<file path="src/rtl/hour24_to_12_conv_pkg.sv">
// Shared constants and helpers for the 24-hour to 12-hour BCD hour converter.
// Also used by the optional input register stage (macro T24T12_INPUT_REG_EN).
package hour24_to_12_conv_pkg;

    localparam logic [7:0] HOUR_NOON     = 8'h12;
    localparam logic [7:0] HOUR_MIDNIGHT = 8'h00;
    localparam logic [7:0] HOUR_MAX      = 8'h23;

    localparam int LINE_PM     = 0;
    localparam int LINE_AM     = 1;
    localparam int LINE_TWELVE = 2;
    localparam int LINE_ERR    = 3;

    // Digit-wise check: both nibbles must be decimal and the hour must not exceed HOUR_MAX.
    function automatic logic bcd_hour_valid(input logic [7:0] hour);
        logic tens_ok;
        logic units_ok;
        logic range_ok;
        tens_ok  = (hour[7:4] <= HOUR_MAX[7:4]);
        units_ok = (hour[3:0] <= 4'd9);
        range_ok = (hour[7:4] < HOUR_MAX[7:4]) ||
                   ((hour[7:4] == HOUR_MAX[7:4]) && (hour[3:0] <= HOUR_MAX[3:0]));
        return tens_ok && units_ok && range_ok;
    endfunction

endpackage

</file>
<file path="src/rtl/hour24_to_12_conv_if.sv">
// Hour bus between the hour counter (master) and the converter (slave).
interface hour24_to_12_conv_if;

    logic       Trans;
    logic [7:0] Hour24;
    logic [7:0] Hour12;
    logic [3:0] Line;

    modport master (
        output Trans,
        output Hour24,
        input  Hour12,
        input  Line
    );

    modport slave (
        input  Trans,
        input  Hour24,
        output Hour12,
        output Line
    );

endinterface

</file>
<file path="src/rtl/hour24_to_12_conv_bcd_hour_sub12.sv">
// Combinational BCD subtract-12 for hours 13..23; result is 01..11 in BCD.
module bcd_hour_sub12 (
    input  logic [7:0] hour_in,
    output logic [7:0] hour_out
);

    logic [3:0] units_s;
    logic       borrow_s;
    logic [3:0] tens_s;

    // Subtract 2 from the units digit with decimal borrow, then 1 (+borrow) from the tens digit.
    always_comb begin
        units_s  = 4'd0;
        borrow_s = 1'b0;
        if (hour_in[3:0] >= 4'd2) begin
            units_s  = hour_in[3:0] - 4'd2;
            borrow_s = 1'b0;
        end else begin
            units_s  = hour_in[3:0] + 4'd8;
            borrow_s = 1'b1;
        end
        tens_s   = hour_in[7:4] - 4'd1 - {3'd0, borrow_s};
        hour_out = {tens_s, units_s};
    end

endmodule

</file>
<file path="src/rtl/hour24_to_12_conv.sv">
// 24-hour to 12-hour BCD hour converter with AM/PM/twelve/error indicators, registered outputs.
// Macro T24T12_INPUT_REG_EN adds an input register stage (latency 2 instead of 1).
module hour24_to_12_conv
    import hour24_to_12_conv_pkg::*;
(
    input  logic                     clk,
    input  logic                     rst,
    hour24_to_12_conv_if.slave       bus
);

    logic       trans_s;
    logic [7:0] hour_s;
    logic [7:0] sub_s;
    logic       valid_s;
    logic       is_am_s;
    logic [7:0] hour12_s;
    logic [3:0] line_s;
    logic [7:0] hour12_r;
    logic [3:0] line_r;

`ifdef T24T12_INPUT_REG_EN
    logic       trans_r;
    logic [7:0] hour24_r;

    // Input capture stage; cleared together with the output stage.
    always_ff @(posedge clk) begin
        if (rst) begin
            trans_r  <= 1'b0;
            hour24_r <= 8'h00;
        end else begin
            trans_r  <= bus.Trans;
            hour24_r <= bus.Hour24;
        end
    end

    assign trans_s = trans_r;
    assign hour_s  = hour24_r;
`else
    assign trans_s = bus.Trans;
    assign hour_s  = bus.Hour24;
`endif

    bcd_hour_sub12 u_sub12 (
        .hour_in  (hour_s),
        .hour_out (sub_s)
    );

    assign valid_s = bcd_hour_valid(hour_s);
    assign is_am_s = (hour_s[7:4] == 4'd0) ||
                     ((hour_s[7:4] == 4'd1) && (hour_s[3:0] <= 4'd1));

    // Validity check and mode mux; error overrides everything and leaves [2:0] clear.
    always_comb begin
        hour12_s = 8'h00;
        line_s   = 4'b0000;
        if (!valid_s) begin
            hour12_s         = 8'h00;
            line_s[LINE_ERR] = 1'b1;
        end else if (!trans_s) begin
            hour12_s = hour_s;
        end else if (hour_s == HOUR_MIDNIGHT) begin
            hour12_s            = HOUR_NOON;
            line_s[LINE_AM]     = 1'b1;
            line_s[LINE_TWELVE] = 1'b1;
        end else if (is_am_s) begin
            hour12_s        = hour_s;
            line_s[LINE_AM] = 1'b1;
        end else if (hour_s == HOUR_NOON) begin
            hour12_s            = HOUR_NOON;
            line_s[LINE_PM]     = 1'b1;
            line_s[LINE_TWELVE] = 1'b1;
        end else begin
            hour12_s        = sub_s;
            line_s[LINE_PM] = 1'b1;
        end
    end

    // Output register.
    always_ff @(posedge clk) begin
        if (rst) begin
            hour12_r <= 8'h00;
            line_r   <= 4'b0000;
        end else begin
            hour12_r <= hour12_s;
            line_r   <= line_s;
        end
    end

    assign bus.Hour12 = hour12_r;
    assign bus.Line   = line_r;

endmodule

</file>
<file path="src/flat_wrapper.sv">
// flat-port wrapper written by rule: the top's interface ports become plain ports
module hour24_to_12_conv_flat import hour24_to_12_conv_pkg::*;
  (clk, rst, bus_Trans, bus_Hour24, bus_Hour12, bus_Line);
  hour24_to_12_conv_if bus_i ();
  input  logic clk;
  input  logic rst;
  input wire logic [$bits(bus_i.Trans)-1:0] bus_Trans;
  input wire logic [$bits(bus_i.Hour24)-1:0] bus_Hour24;
  output wire logic [$bits(bus_i.Hour12)-1:0] bus_Hour12;
  output wire logic [$bits(bus_i.Line)-1:0] bus_Line;
  assign bus_i.Trans = bus_Trans;
  assign bus_i.Hour24 = bus_Hour24;
  assign bus_Hour12 = bus_i.Hour12;
  assign bus_Line = bus_i.Line;
  hour24_to_12_conv u_core (.clk(clk), .rst(rst), .bus(bus_i));
endmodule
</file>
<file path="config.mk">
export PLATFORM = sky130hd
export DESIGN_NAME = hour24_to_12_conv_flat
export DESIGN_NICKNAME = d
export VERILOG_FILES = /design/src/rtl/hour24_to_12_conv_pkg.sv /design/src/rtl/hour24_to_12_conv_if.sv /design/src/rtl/hour24_to_12_conv_bcd_hour_sub12.sv /design/src/rtl/hour24_to_12_conv.sv /design/src/flat_wrapper.sv
export SDC_FILE = /design/constraint.sdc
export NUM_CORES = 1
export LEC_CHECK = 0
export CAP_MARGIN = 20
export CORE_UTILIZATION = 39
export CTS_CLUSTER_DIAMETER = 200
export DETAILED_ROUTE_END_ITERATION = 6
export PLACE_DENSITY = 0.73
export SYNTH_ARGS = -nofsm -noshare
export SYNTH_HDL_FRONTEND = slang
export SYNTH_HIERARCHICAL = 1
export SYNTH_SLANG_ARGS = --single-unit
</file>
<file path="constraint.sdc">
create_clock -name clk -period 1 [get_ports clk]
set_input_delay 0.1 -clock clk [delete_from_list [all_inputs] [get_ports clk]]
set_output_delay 0.1 -clock clk [all_outputs]
set_load 0.005 [all_outputs]
</file>
Yosys cells after proc, flatten, opt, wreduce, memory -nomap -nowiden
Index checks and enable logic that the tools add are counted.
{ "totals": {"reg_bits": 12, "inputBits": 11, "output_inout_bits": 12, "wordCells": 42} }
{ "op_classes": {"n_addsub": 4, "order_cmp": 6, "n_eq_ne": 3, "n_mux": 12, "n_bitwise": 2, "reduce_logical": 11} }
{ "ops": {"columns": ["cell", "n"], "rows": [
  ["two-way mux 8 bit", 4],
  ["equality test 8 x 5 -> 1 bit, second input constant", 1],
  ["<= comparator 4 x 2 -> 1 bit, second input constant", 2],
  ["logical NOT 8 bit", 1],
  ["two-way mux 1 bit", 6],
  ["adder 4 bit, second input constant", 1],
  ["equality test 4 x 1 -> 1 bit, second input constant", 1],
  ["equality test 4 x 2 -> 1 bit, second input constant", 1],
  [">= comparator 4 x 2 -> 1 bit, second input constant", 1],
  ["<= comparator 4 x 1 -> 1 bit, second input constant", 1],
  ["<= comparator 4 bit, second input constant", 1],
  ["logical AND 1 bit", 4],
  ["logical NOT 4 bit", 1],
  ["< comparator 4 x 2 -> 1 bit, second input constant", 1],
  ["two-way mux 4 bit", 1],
  ["OR reduction 4 bit", 1],
  ["subtractor 4 x 1 -> 4 bit", 1],
  ["subtractor 4 x 1 -> 4 bit, second input constant", 1],
  ["subtractor 4 x 2 -> 4 bit, second input constant", 1],
  ["OR reduction 3 bit", 1],
  ["logical OR 1 bit", 2],
  ["two-way mux 2 bit", 1],
  ["inverter 1 bit", 2],
  ["OR reduction 2 bit", 1]
]} }

Depth between registers and ports, before layout
{ "depth": {"ltp_word": 7, "ltp_mapped": 8} }

Modules after synthesis
The synthesis kept the hierarchy.
{ "by_module_without_submodules": {"columns": ["mod", "n_inst", "cells_per_inst", "area_each_um2"], "rows": [
  ["hour24_to_12_conv", 1, 62, 560.5],
  ["bcd_hour_sub12", 1, 20, 128.9]
]} }

Worst setup path before layout
OpenSTA, ideal clock, no wires.
{ "synth_timing": {"path_type": "input to register", "startpoint": "input port bus_Hour24[5]", "endpoint": "register u_core.hour12_r[0] (netlist: u_core/bus.Hour12[0])", "t_arrival_ps": 975, "required_ps": 886, "slack_ps": -90, "stages": 4, "path_buffers": 0, "cell_sequence": "or3_4 -> o21ai_2 -> mux2i_1 -> nor2_1"} }
{ "synth_via": {"elab_chain_cells": 6, "elab_cells_between_ends": 19} }
{ "synth_lines": {"columns": ["element", "line_no", "text"], "rows": [
  ["from (decl)", "flat_wrapper.sv:8", "input wire logic [$bits(bus_i.Hour24)-1:0] bus_Hour24;"],
  ["equality test 4 x 1 -> 1 bit or equality test 4 x 2 -> 1 bit (tied branches)", "hour24_to_12_conv.sv:50, hour24_to_12_conv_pkg.sv:22", null],
  ["logical AND 1 bit, on equally long branches", "hour24_to_12_conv.sv:50, hour24_to_12_conv_pkg.sv:22", null],
  ["logical OR 1 bit, on equally long branches", "hour24_to_12_conv.sv:49, hour24_to_12_conv_pkg.sv:21", null],
  ["two-way mux 8 bit or logical AND 1 bit (tied branches)", "hour24_to_12_conv.sv:65, hour24_to_12_conv_pkg.sv:23", null],
  ["two-way mux 8 bit or inverter 1 bit (tied branches)", null, null],
  ["two-way mux 8 bit or OR reduction 2 bit (tied branches)", null, null],
  ["to (signal assigned)", "hour24_to_12_conv.sv:84", "hour12_r <= hour12_s;"],
  ["to (decl)", "hour24_to_12_conv.sv:18", "logic [7:0] hour12_r;"]
]} }
Several ways; a longest one is shown, not always the timed one.
A chain may end at the register's enable or synchronous reset.

Worst setup path in the final report
{ "layout_timing": {"startpoint": "input port bus_Hour24[4]", "endpoint": "register u_core.hour12_r[2] (netlist: u_core/bus.Hour12[2])"} }
The elaborated chain is that of the path after synthesis.

==> metrics.txt <==
Critical-path top delay cell clkdlybuf4s15_2; CTS Buf Count 3; Slew headroom 0.807; Iter 0 DRT Violations 9; pre-CTS WS -801 ps; Rows 14; VDD IR max 0.654 mV; number of I/O port buffers 22; required time worst endpoint 1170 ps; CP Capture Point u_core/bus.Hour12[2]; WHS Path Cells 2; gr usage total 0.220; crit path kind in -> reg; # hold bufs at CTS 0; total number of vias 770; Worst Tran Pin Value 286 ps; Ant. Diodes 0; Seq pwr share 0.406; Max Clock Freq 1030 MHz; Seq/Total Area, Yosys 0.348; share of cells above drive strength 1 0.385; Most common cell on crit path buf_4; Logic pwr share 0.264; min-delay worst type in -> reg; Layout area overhead 71.9%; TritonCTS Sinks 12; Post-Synthesis Cell Area 689 µm²; Final Critical Period 975 ps; worst-path fanout max 5; Detailed Route WL 1.93 mm; CTS tree done; pin count of the biggest net entering global routing 11; clock-pin slew on the worst setup and hold paths 80 ps; Clock Tree Buf Depth 2; post-synthesis register bit count 12; Initial Util 0.437; dpl hpwl 1.36 mm; Netlist cell types 33; 1st-pass router iterations 6; MaxCap Viol Count 0; Clock Power Share 0.331; vias in the first global route 702; fin. max-slew vios 0; first-pass GRT wire length 3.03 mm; Synthesized Nets 96; CP Capture Type register; Root Buffer clkbuf_4; switching share of power 0.274; element type at the critical path start input pin; Yosys warning count 6; total gr overflow 0; I/O pins 23; Die W 44.0 µm; Mapped Cells 82; leakage 0.000586 µW; CP Launch Point bus_Hour24[4]; fin util 0.752; Core Area 1580 µm²; arrival time worst endpoint 1150 ps; CP max stage delay 210 ps; Final ANT Viol Nets 0; Tcrit/Tclk final 0.975; CTS H-tree lvls 1; Hold Fails Final Rpt 0; DR vias/cell 5.27; Final #Nets 145; switching pwr 330 µW; CP cell instances clkdlybuf4s15_2 -> buf_4 -> buf_4 -> xnor2_2 -> nand4_1 -> nand2b_4 -> nor2_1; final worst slack 24.7 ps; Int Pwr 874 µW; post-synthesis area per instance 8.41 µm²; # setup viols final 0; Final GP Congestion 0.893; full die area 1940 µm²; status finished clean; RSZ-0062 raised after global routing true; DRC errors left 0; antenna violations before repair 0; pwr dens 1020 nW/µm²; post-detailed-route wirelength per cell 13.2 µm; Die H 44.0 µm
power groups by stage:
stage | logic, µW | clock network, µW | registers, µW
final | 317 | 398 | 488
after global routing | 345 | 432 | 489
after CTS | 285 | 397 | 488
after detailed placement | 285 | 0 | 500
after global placement | 279 | 0 | 500
after floorplan | 121 | 0 | 501
cell usage after synthesis (all sizes together):
cell type	count	area [µm²]
a211oi	1	7.51
a21oi	7	35.0
a31oi	2	12.5
and2	1	6.26
buf	1	7.51
clkbuf	1	3.75
dfxtp	12	240
ha	3	37.5
inv	7	26.3
mux2i	5	50.1
nand2	3	11.3
nand2b	3	26.3
nand3	1	5.00
nand3b	1	7.51
nand4	1	6.26
nand4b	1	8.76
nor2	11	41.3
nor2b	1	6.26
nor3	3	20.0
nor4b	1	8.76
o211ai	2	15.0
o21a	1	7.51
o21ai	3	18.8
o31a	1	8.76
o31ai	2	15.0
or2	1	6.26
or3	3	23.8
xnor2	1	8.76
xor2	2	17.5
logic make-up (layout without fill, tap and decap cells):
family,count (synthesis),in the layout,synth area share
AND/OR/NAND/NOR,31,31,0.258
AO/OA/AOI/OAI,19,19,0.174
flip-flops,12,12,0.348
buffers and inverters,9,57,0.0545
multiplexers,5,5,0.0726
adder cells (fa/ha/maj),3,3,0.0545
XOR/XNOR,3,3,0.0381
worst min path at each step:
stage / slack (ps) / start / endpoint
6_report: 4 / rst / u_core/bus.Line[3]
5_1_grt: 10 / rst / u_core/bus.Line[3]
4_1_cts: 190 / bus_Hour24[3] / u_core/bus.Hour12[3]
3_5_place_dp: 670 / rst / u_core/bus.Line[3]
3_3_place_gp: 660 / rst / u_core/bus.Line[3]
2_1_floorplan: 170 / rst / u_core/bus.Line[3]
layer usage:
| layer | part of all wire | global-route usage | vias up |
|---|---|---|---|
| met4 | 0.028 | 0.158 | 0 |
| li1 | - | - | 387 |
| met1 | 0.45 | 0.253 | 354 |
| met2 | 0.48 | 0.359 | 23 |
| met5 | 0 | 0 | - |
| met3 | 0.040 | 0.0490 | 6 |
registers in the layout (all words and copies together), names as in the netlist:
name,cells
u_core/bus.Hour12,8
u_core/bus.Line,4
worst max-delay path, delay by kind of cell:
kind / cells / cell delay [ps]
xor gates and xnor gates: 1 / 150
and+or+nand+nor: 3 / 390
buffers and inverters: 3 / 510
metrics by stage:
| stage | instance area, µm² | std cells | hold slack [ps] | power (µW) | setup TNS (ps) |
|---|---|---|---|---|---|
| 2_1_floorplan | 699 | 82 | 169 | 622 | -285 |
| 3_3_place_gp | 1090 | 140 | 657 | 779 | -8450 |
| 3_5_place_dp | 1090 | 140 | 667 | 785 | -8650 |
| 4_1_cts | 1120 | 145 | 189 | 1170 | 0 |
| 5_1_grt | 1180 | 146 | 12.1 | 1270 | -29.9 |
| 6_report | 1180 | 146 | 3.71 | 1200 | 0 |
cell usage in the layout (no fill, tap or decap), types with 2 or more instances in the layout:
| cell | n |
|---|---|
| ha_4 | 2 |
| buf_2 | 4 |
| a21oi_1 | 7 |
| or3_1 | 2 |
| o211ai_1 | 2 |
| inv_1 | 5 |
| inv_2 | 2 |
| nor2_1 | 10 |
| dlygate4sd2_1 | 14 |
| buf_4 | 26 |
| xor2_1 | 2 |
| a31oi_1 | 2 |
| mux2i_1 | 5 |
| nand2_1 | 2 |
| clkbuf_4 | 3 |
| nand2b_1 | 2 |
| dfxtp_1 | 12 |
what timing repair did:
action / CTS / global route
gates cloned: 0 / 0
pin swaps: 8 / 8
gates resized for setup: 49 / 12
setup buffers: 1 / 1
setup endpoints to repair: 24 / 8
layout make-up:
class	count	area (µm²)
multi-input combinational	61	500
fill	118	392
sequential	12	240
inverter	7	26.3
tap	16	20.0
timing repair buffer	46	362
clock buffer	4	36.3
(Power assumes the default switching activity.)
